`config.mk`:
```
export PLATFORM = sky130hd
export DESIGN_NAME = sram_port_arbiter_flat
export DESIGN_NICKNAME = d
export VERILOG_FILES = /design/src/rtl/sram_port_arbiter_if.sv /design/src/rtl/sram_port_arbiter.sv /design/src/flat_wrapper.sv
export SDC_FILE = /design/constraint.sdc
export NUM_CORES = 1
export LEC_CHECK = 0
export CAP_MARGIN = 20
export CORE_UTILIZATION = 37
export CTS_CLUSTER_DIAMETER = 120
export DETAILED_ROUTE_END_ITERATION = 8
export HOLD_SLACK_MARGIN = 0.1
export PLACE_DENSITY = 0.83
export SLEW_MARGIN = 20
export SYNTH_ARGS = -nofsm -noshare
export SYNTH_HDL_FRONTEND = slang
export SYNTH_SLANG_ARGS = --single-unit
```
`constraint.sdc`:
```
create_clock -name clk -period 6.2 [get_ports clk]
set_input_delay 1.86 -clock clk [delete_from_list [all_inputs] [get_ports clk]]
set_output_delay 1.86 -clock clk [all_outputs]
set_load 0.03 [all_outputs]
```
`src/rtl/sram_port_arbiter_if.sv`:
```
// Requester, response and SRAM command signals shared by sram_port_arbiter and its environment.
interface sram_port_arbiter_if #(
  parameter int NREQ = 3,
  parameter int DW   = 32,
  parameter int MW   = DW / 8,
  parameter int AW   = 14
);
  logic [NREQ-1:0]    req_valid;
  logic [NREQ-1:0]    req_we;
  logic [NREQ*AW-1:0] req_addr;
  logic [NREQ*DW-1:0] req_wdata;
  logic [NREQ*MW-1:0] req_wem;
  logic [NREQ-1:0]    req_ready;
  logic [NREQ-1:0]    rsp_valid;
  logic [DW-1:0]      rsp_rdata;
  logic               sram_cs;
  logic               sram_we;
  logic [MW-1:0]      sram_wem;
  logic [AW-1:0]      sram_addr;
  logic [DW-1:0]      sram_din;
  logic [DW-1:0]      sram_dout;
  logic               busy;

  // Arbiter side.
  modport slave (
    input  req_valid, req_we, req_addr, req_wdata, req_wem, sram_dout,
    output req_ready, rsp_valid, rsp_rdata,
    output sram_cs, sram_we, sram_wem, sram_addr, sram_din, busy
  );

  // Requesters plus the SRAM macro, seen as one environment.
  modport master (
    output req_valid, req_we, req_addr, req_wdata, req_wem, sram_dout,
    input  req_ready, rsp_valid, rsp_rdata,
    input  sram_cs, sram_we, sram_wem, sram_addr, sram_din, busy
  );
endinterface

```
`src/rtl/sram_port_arbiter.sv`:
```
// Round-robin arbiter with bounded burst locking that shares one single-port SRAM
// between NREQ requesters; registered SRAM command, tagged two-cycle read return.
module sram_port_arbiter #(
  parameter int NREQ      = 3,
  parameter int DW        = 32,
  parameter int MW        = DW / 8,
  parameter int AW        = 14,
  parameter int BURST_MAX = 4
) (
  input  logic               clk,
  input  logic               rst,
  sram_port_arbiter_if.slave bus
);
  localparam int         IW         = $clog2(NREQ);
  localparam logic [3:0] BURST_LAST = 4'(BURST_MAX - 1);

  logic [IW-1:0]   last_grant_q, last_grant_d;
  logic [IW-1:0]   owner_q, owner_d;
  logic [3:0]      burst_q, burst_d;
  logic            sram_cs_q, sram_cs_d;
  logic            sram_we_q, sram_we_d;
  logic [MW-1:0]   sram_wem_q, sram_wem_d;
  logic [AW-1:0]   sram_addr_q, sram_addr_d;
  logic [DW-1:0]   sram_din_q, sram_din_d;
  logic [NREQ-1:0] rd_tag_q, rd_tag_d;

  logic            others_valid;
  logic            lock;
  logic            grant_vld;
  logic [IW-1:0]   grant_idx;
  logic [IW-1:0]   cand;
  logic [NREQ-1:0] ready;

  // sram_cs_q doubles as "previous cycle was a transfer by owner", since every
  // transfer also moves ownership to the granted requester.
  always_comb begin
    // NOTE: every combinational output gets a default before any branch so no latch is inferred.
    others_valid = |(bus.req_valid & ~(NREQ'(1) << owner_q));
    lock         = bus.req_valid[owner_q] && sram_cs_q &&
                   ((burst_q < BURST_LAST) || !others_valid);
    grant_vld    = lock;
    grant_idx    = owner_q;
    cand         = '0;
    if (!lock) begin
      for (int k = 1; k <= NREQ; k++) begin
        cand = IW'((int'(last_grant_q) + k) % NREQ);
        if (!grant_vld && bus.req_valid[cand]) begin
          grant_vld = 1'b1;
          grant_idx = cand;
        end
      end
    end
    ready = grant_vld ? (NREQ'(1) << grant_idx) : '0;
  end

  always_comb begin
    burst_d      = '0;
    if (lock) burst_d = (burst_q == BURST_LAST) ? burst_q : burst_q + 4'd1;
    last_grant_d = grant_vld ? grant_idx : last_grant_q;
    owner_d      = grant_vld ? grant_idx : owner_q;
    sram_cs_d    = grant_vld;
    sram_we_d    = grant_vld & bus.req_we[grant_idx];
    sram_addr_d  = grant_vld ? bus.req_addr[grant_idx*AW +: AW]  : sram_addr_q;
    sram_din_d   = grant_vld ? bus.req_wdata[grant_idx*DW +: DW] : sram_din_q;
    sram_wem_d   = grant_vld ? bus.req_wem[grant_idx*MW +: MW]   : sram_wem_q;
    // The command stage's requester is still owner_q when its read reaches the SRAM.
    rd_tag_d     = (sram_cs_q && !sram_we_q) ? (NREQ'(1) << owner_q) : '0;
  end

  // NOTE: state registers use non-blocking assignments so every flop samples pre-edge values.
  always_ff @(posedge clk or posedge rst) begin
    if (rst) begin
      last_grant_q <= IW'(NREQ - 1);
      owner_q      <= '0;
      burst_q      <= '0;
      sram_cs_q    <= 1'b0;
      sram_we_q    <= 1'b0;
      sram_wem_q   <= '0;
      sram_addr_q  <= '0;
      sram_din_q   <= '0;
      rd_tag_q     <= '0;
    end else begin
      last_grant_q <= last_grant_d;
      owner_q      <= owner_d;
      burst_q      <= burst_d;
      sram_cs_q    <= sram_cs_d;
      sram_we_q    <= sram_we_d;
      sram_wem_q   <= sram_wem_d;
      sram_addr_q  <= sram_addr_d;
      sram_din_q   <= sram_din_d;
      rd_tag_q     <= rd_tag_d;
    end
  end

  assign bus.req_ready = ready;
  assign bus.rsp_valid = rd_tag_q;
  assign bus.rsp_rdata = bus.sram_dout;
  assign bus.sram_cs   = sram_cs_q;
  assign bus.sram_we   = sram_we_q;
  assign bus.sram_wem  = sram_wem_q;
  assign bus.sram_addr = sram_addr_q;
  assign bus.sram_din  = sram_din_q;
  assign bus.busy      = sram_cs_q | (|rd_tag_q);
endmodule
```
`src/flat_wrapper.sv`:
```
// flat-port wrapper written by rule: the top's interface ports become plain ports
module sram_port_arbiter_flat 
#(
  parameter int NREQ      = 3,
  parameter int DW        = 32,
  parameter int MW        = DW / 8,
  parameter int AW        = 14,
  parameter int BURST_MAX = 4
)
  (clk, rst, bus_req_valid, bus_req_we, bus_req_addr, bus_req_wdata, bus_req_wem, bus_sram_dout, bus_req_ready, bus_rsp_valid, bus_rsp_rdata, bus_sram_cs, bus_sram_we, bus_sram_wem, bus_sram_addr, bus_sram_din, bus_busy);
  sram_port_arbiter_if #(.NREQ(NREQ), .DW(DW), .MW(MW), .AW(AW)) bus_i ();
  input  logic clk;
  input  logic rst;
  input wire logic [$bits(bus_i.req_valid)-1:0] bus_req_valid;
  input wire logic [$bits(bus_i.req_we)-1:0] bus_req_we;
  input wire logic [$bits(bus_i.req_addr)-1:0] bus_req_addr;
  input wire logic [$bits(bus_i.req_wdata)-1:0] bus_req_wdata;
  input wire logic [$bits(bus_i.req_wem)-1:0] bus_req_wem;
  input wire logic [$bits(bus_i.sram_dout)-1:0] bus_sram_dout;
  output wire logic [$bits(bus_i.req_ready)-1:0] bus_req_ready;
  output wire logic [$bits(bus_i.rsp_valid)-1:0] bus_rsp_valid;
  output wire logic [$bits(bus_i.rsp_rdata)-1:0] bus_rsp_rdata;
  output wire logic [$bits(bus_i.sram_cs)-1:0] bus_sram_cs;
  output wire logic [$bits(bus_i.sram_we)-1:0] bus_sram_we;
  output wire logic [$bits(bus_i.sram_wem)-1:0] bus_sram_wem;
  output wire logic [$bits(bus_i.sram_addr)-1:0] bus_sram_addr;
  output wire logic [$bits(bus_i.sram_din)-1:0] bus_sram_din;
  output wire logic [$bits(bus_i.busy)-1:0] bus_busy;
  assign bus_i.req_valid = bus_req_valid;
  assign bus_i.req_we = bus_req_we;
  assign bus_i.req_addr = bus_req_addr;
  assign bus_i.req_wdata = bus_req_wdata;
  assign bus_i.req_wem = bus_req_wem;
  assign bus_i.sram_dout = bus_sram_dout;
  assign bus_req_ready = bus_i.req_ready;
  assign bus_rsp_valid = bus_i.rsp_valid;
  assign bus_rsp_rdata = bus_i.rsp_rdata;
  assign bus_sram_cs = bus_i.sram_cs;
  assign bus_sram_we = bus_i.sram_we;
  assign bus_sram_wem = bus_i.sram_wem;
  assign bus_sram_addr = bus_i.sram_addr;
  assign bus_sram_din = bus_i.sram_din;
  assign bus_busy = bus_i.busy;
  sram_port_arbiter #(.NREQ(NREQ), .DW(DW), .MW(MW), .AW(AW), .BURST_MAX(BURST_MAX)) u_core (.clk(clk), .rst(rst), .bus(bus_i));
endmodule
```
==> impl_metrics.ini, run 1 <==
[outcome]
status = finished clean

[sta]
finalCritPeriodShare_pct = 98.3
fmaxAchievable_ghz = 0.164
worstMarginPinSlew_ns = 0.791
fin_crit_ns = 6.09
slew_headroom_pct = 47.3
hold_ws_ns = 0.489
skew_ns = 0.00536
tns_ns = 0
drv_slew = 0
rsz0062_at_grt = false
worst_slack_ns = 0.105
hold_viol = 0
final-setup-viol-count = 0

[placement]
dpl.hpwl_um = 9930
place_area_mm2 = 0.00623
port_buffers = 216
place_inst = 727
dpl_worst_slack_ns = 0.0207
place_congestion = 0.860

[detailed_routing]
drt_pass1_iterations = 4
wl_per_cell_um = 18.0
totalWireLength_um = 13300
drc = 0
ant_nets = 0
drtIter0Drc = 223
avgViaCountPerCell = 5.49
vias = 4075

[critical_path]
required_ns = 4.34
reg2reg_depth = 9
cp-endpoint = bus_req_ready[0]
reg2reg_slack_ns = 2.29
rr_startpoint = u_core.owner_q[0]
critPathArrivalTime_ns = 4.23
worst_setup_path_end_kind = output port
worstSetupStartpoint = bus_req_valid[1]
path_class = input pin to output port
start_kind = input pin
cp_max_fo = 10
worstReg2RegEnd = u_core.bus.sram_din[31]

[global_routing]
antenna_found_initial = 0
grt_max_degree = 55
overflow = 0
grt_usage_pct = 22.3
grt_pass1_vias = 4203
grt_pass1_wl_um = 20600

[layout]
layout_common_cells = 213 x clkdlybuf4s50_1, 61 x dfrtp_1, 50 x mux2i_1, 49 x nand2_1, 44 x nand3_1
fin_cells = 742
antenna_cells = 0
nFillCells = 962
layout_commonest_cell = clkdlybuf4s50_1
multi_input_area_mm2 = 0.00219
drive_gt1_share_pct = 14.0
final_core_util_pct = 59.1
final_nets = 792
final_cell_area_mm2 = 0.00649
syn_to_final_growth_pct = 53.5
regArea_mm2 = 0.00155

[power_and_ir_drop]
intPower_mw = 2.17
power.density_mw_per_mm2 = 644
ir_drop_mv = 0.329
switchingPower_mw = 2.01
total_power_mw = 4.18
combPwrFrac_pct = 71.2
p_seq_share_pct = 18.4
swShare_pct = 48.2
clock_power_share_pct = 10.4
p_leak_nw = 2.78

[yosys]
yosysWarningCount = 0
ys_seq_area_share_pct = 36.7
synth-async-reset-ratio_pct = 100
synth_flop_cell = dfrtp_1
synthCells = 426
ys_seq_elements = 62
synth_nets = 620
synth_edf_count = 0
synthesis.area_mm2 = 0.00423
yosysUniqueCellTypes = 50
syn_area_per_cell_um2 = 9.93

[clocking]
clk_pin_slew_ns = 0.05
clock-sinks = 62
numCtsBuffers = 9
insertion_delay_ns = 0.32
h-tree-depth = 3
clockBufferDepth = 2
ctsHoldBuffers = 0
cts_tree = yes
cts_root_buf = clkbuf_16

[job]
maxCapViolations = 0

[floorplanning]
io_pins = 281
core_mm2 = 0.0110
initial_core_util_pct = 38.5
die_x_um = 109
dieArea_mm2 = 0.0119
row_count = 38
die_h_um = 109

[worst_hold_path]
hp-class = flip-flop to flip-flop
critical path: stages:
cell and delay (ns):
clkdlybuf4s50_1 0.61, inv_2 0.10, or3_1 0.43, o21ai_0 0.14, mux2i_1 0.14, buf_4 0.19, nor3_1 0.20, o21ai_0 0.12
a21oi_1 0.23, buf_4 0.20
sequential cells by signal (all words and copies together), names as in the netlist:
signal,count
u_core.last_grant_q,1
u_core.owner_q,2
u_core.bus.sram_cs,1
u_core.burst_q,4
u_core.bus.sram_we,1
u_core.bus.sram_addr,14
u_core.bus.sram_wem,4
u_core.bus.rsp_valid,3
u_core.bus.sram_din,32
power groups by stage:
stage | clock [mW] | sequential (mW) | combinational (mW)
final | 0.435 | 0.770 | 2.97
after global routing | 0.465 | 0.793 | 3.19
after CTS | 0.446 | 0.767 | 3.00
after detailed placement | 0 | 0.770 | 2.99
after global placement | 0 | 0.762 | 2.91
after floorplan | 0 | 1.09 | 1.88
repair_timing:
| item | 4_1_cts | 5_1_grt |
|---|---|---|
| setup endpoints to repair | 0 | 3 |
| gates resized for setup | 0 | 2 |
| setup buffers | 0 | 0 |
worst min-delay path by stage:
stage	cells past startpoint	startpoint	endpoint
2_1_floorplan	2	u_core.last_grant_q[1]	u_core.last_grant_q[1]
3_3_place_gp	1	u_core.bus.sram_we	u_core.bus.rsp_valid[1]
3_5_place_dp	2	u_core.bus.sram_din[5]	u_core.bus.sram_din[5]
4_1_cts	2	u_core.bus.sram_din[5]	u_core.bus.sram_din[5]
5_1_grt	2	u_core.bus.sram_din[14]	u_core.bus.sram_din[14]
6_report	2	u_core.bus.sram_din[5]	u_core.bus.sram_din[5]
cell usage after synthesis (all sizes together), types with 4 or more instances:
master	count	area, um2
a21oi	4	20.0
a221o	8	80.1
a221oi	14	123
buf	61	432
clkbuf	8	31.3
dfrtp	61	1530
ha	4	50.1
inv	10	37.5
mux2i	50	500
nand2	49	184
nand3	44	220
nor2	17	63.8
o211ai	43	523
o21ai	9	45.0
o22a	7	61.3
routing by layer:
layer | GRT usage, % | up-vias | wire (um)
met5 | 0 | - | 0
met4 | 7.53 | 0 | 221
met3 | 4.18 | 33 | 1220
met2 | 39.6 | 209 | 6950
met1 | 26.7 | 1945 | 4950
li1 | - | 1888 | -
cells by family after synthesis:
group / count (synthesis) / share of synthesized area (%)
muxes: 51 / 12.1
DFF: 62 / 36.7
and+or+nand+nor: 127 / 14.3
adders and majority gates: 4 / 1.18
buffers and inverters: 79 / 11.8
xor gates and xnor gates: 2 / 0.414
AOI/OAI and AO/OA: 101 / 23.5
cell type report:
class,instances,share of cell area (%)
inverter,10,0.578
clock buffer,10,3.53
timing repair buffer,230,35.1
tap,140,2.70
multi-input combinational,285,33.7
clock inverter,5,0.424
sequential,62,23.9
Power figures use the tool's default switching activity.
==> run 2: changes to the inputs <==
Settings changed: CTS_CLUSTER_DIAMETER 120 to 150.
==> results of run 2 <==
Same layout as run 1: the final DEF is identical, and so are final timing and power.
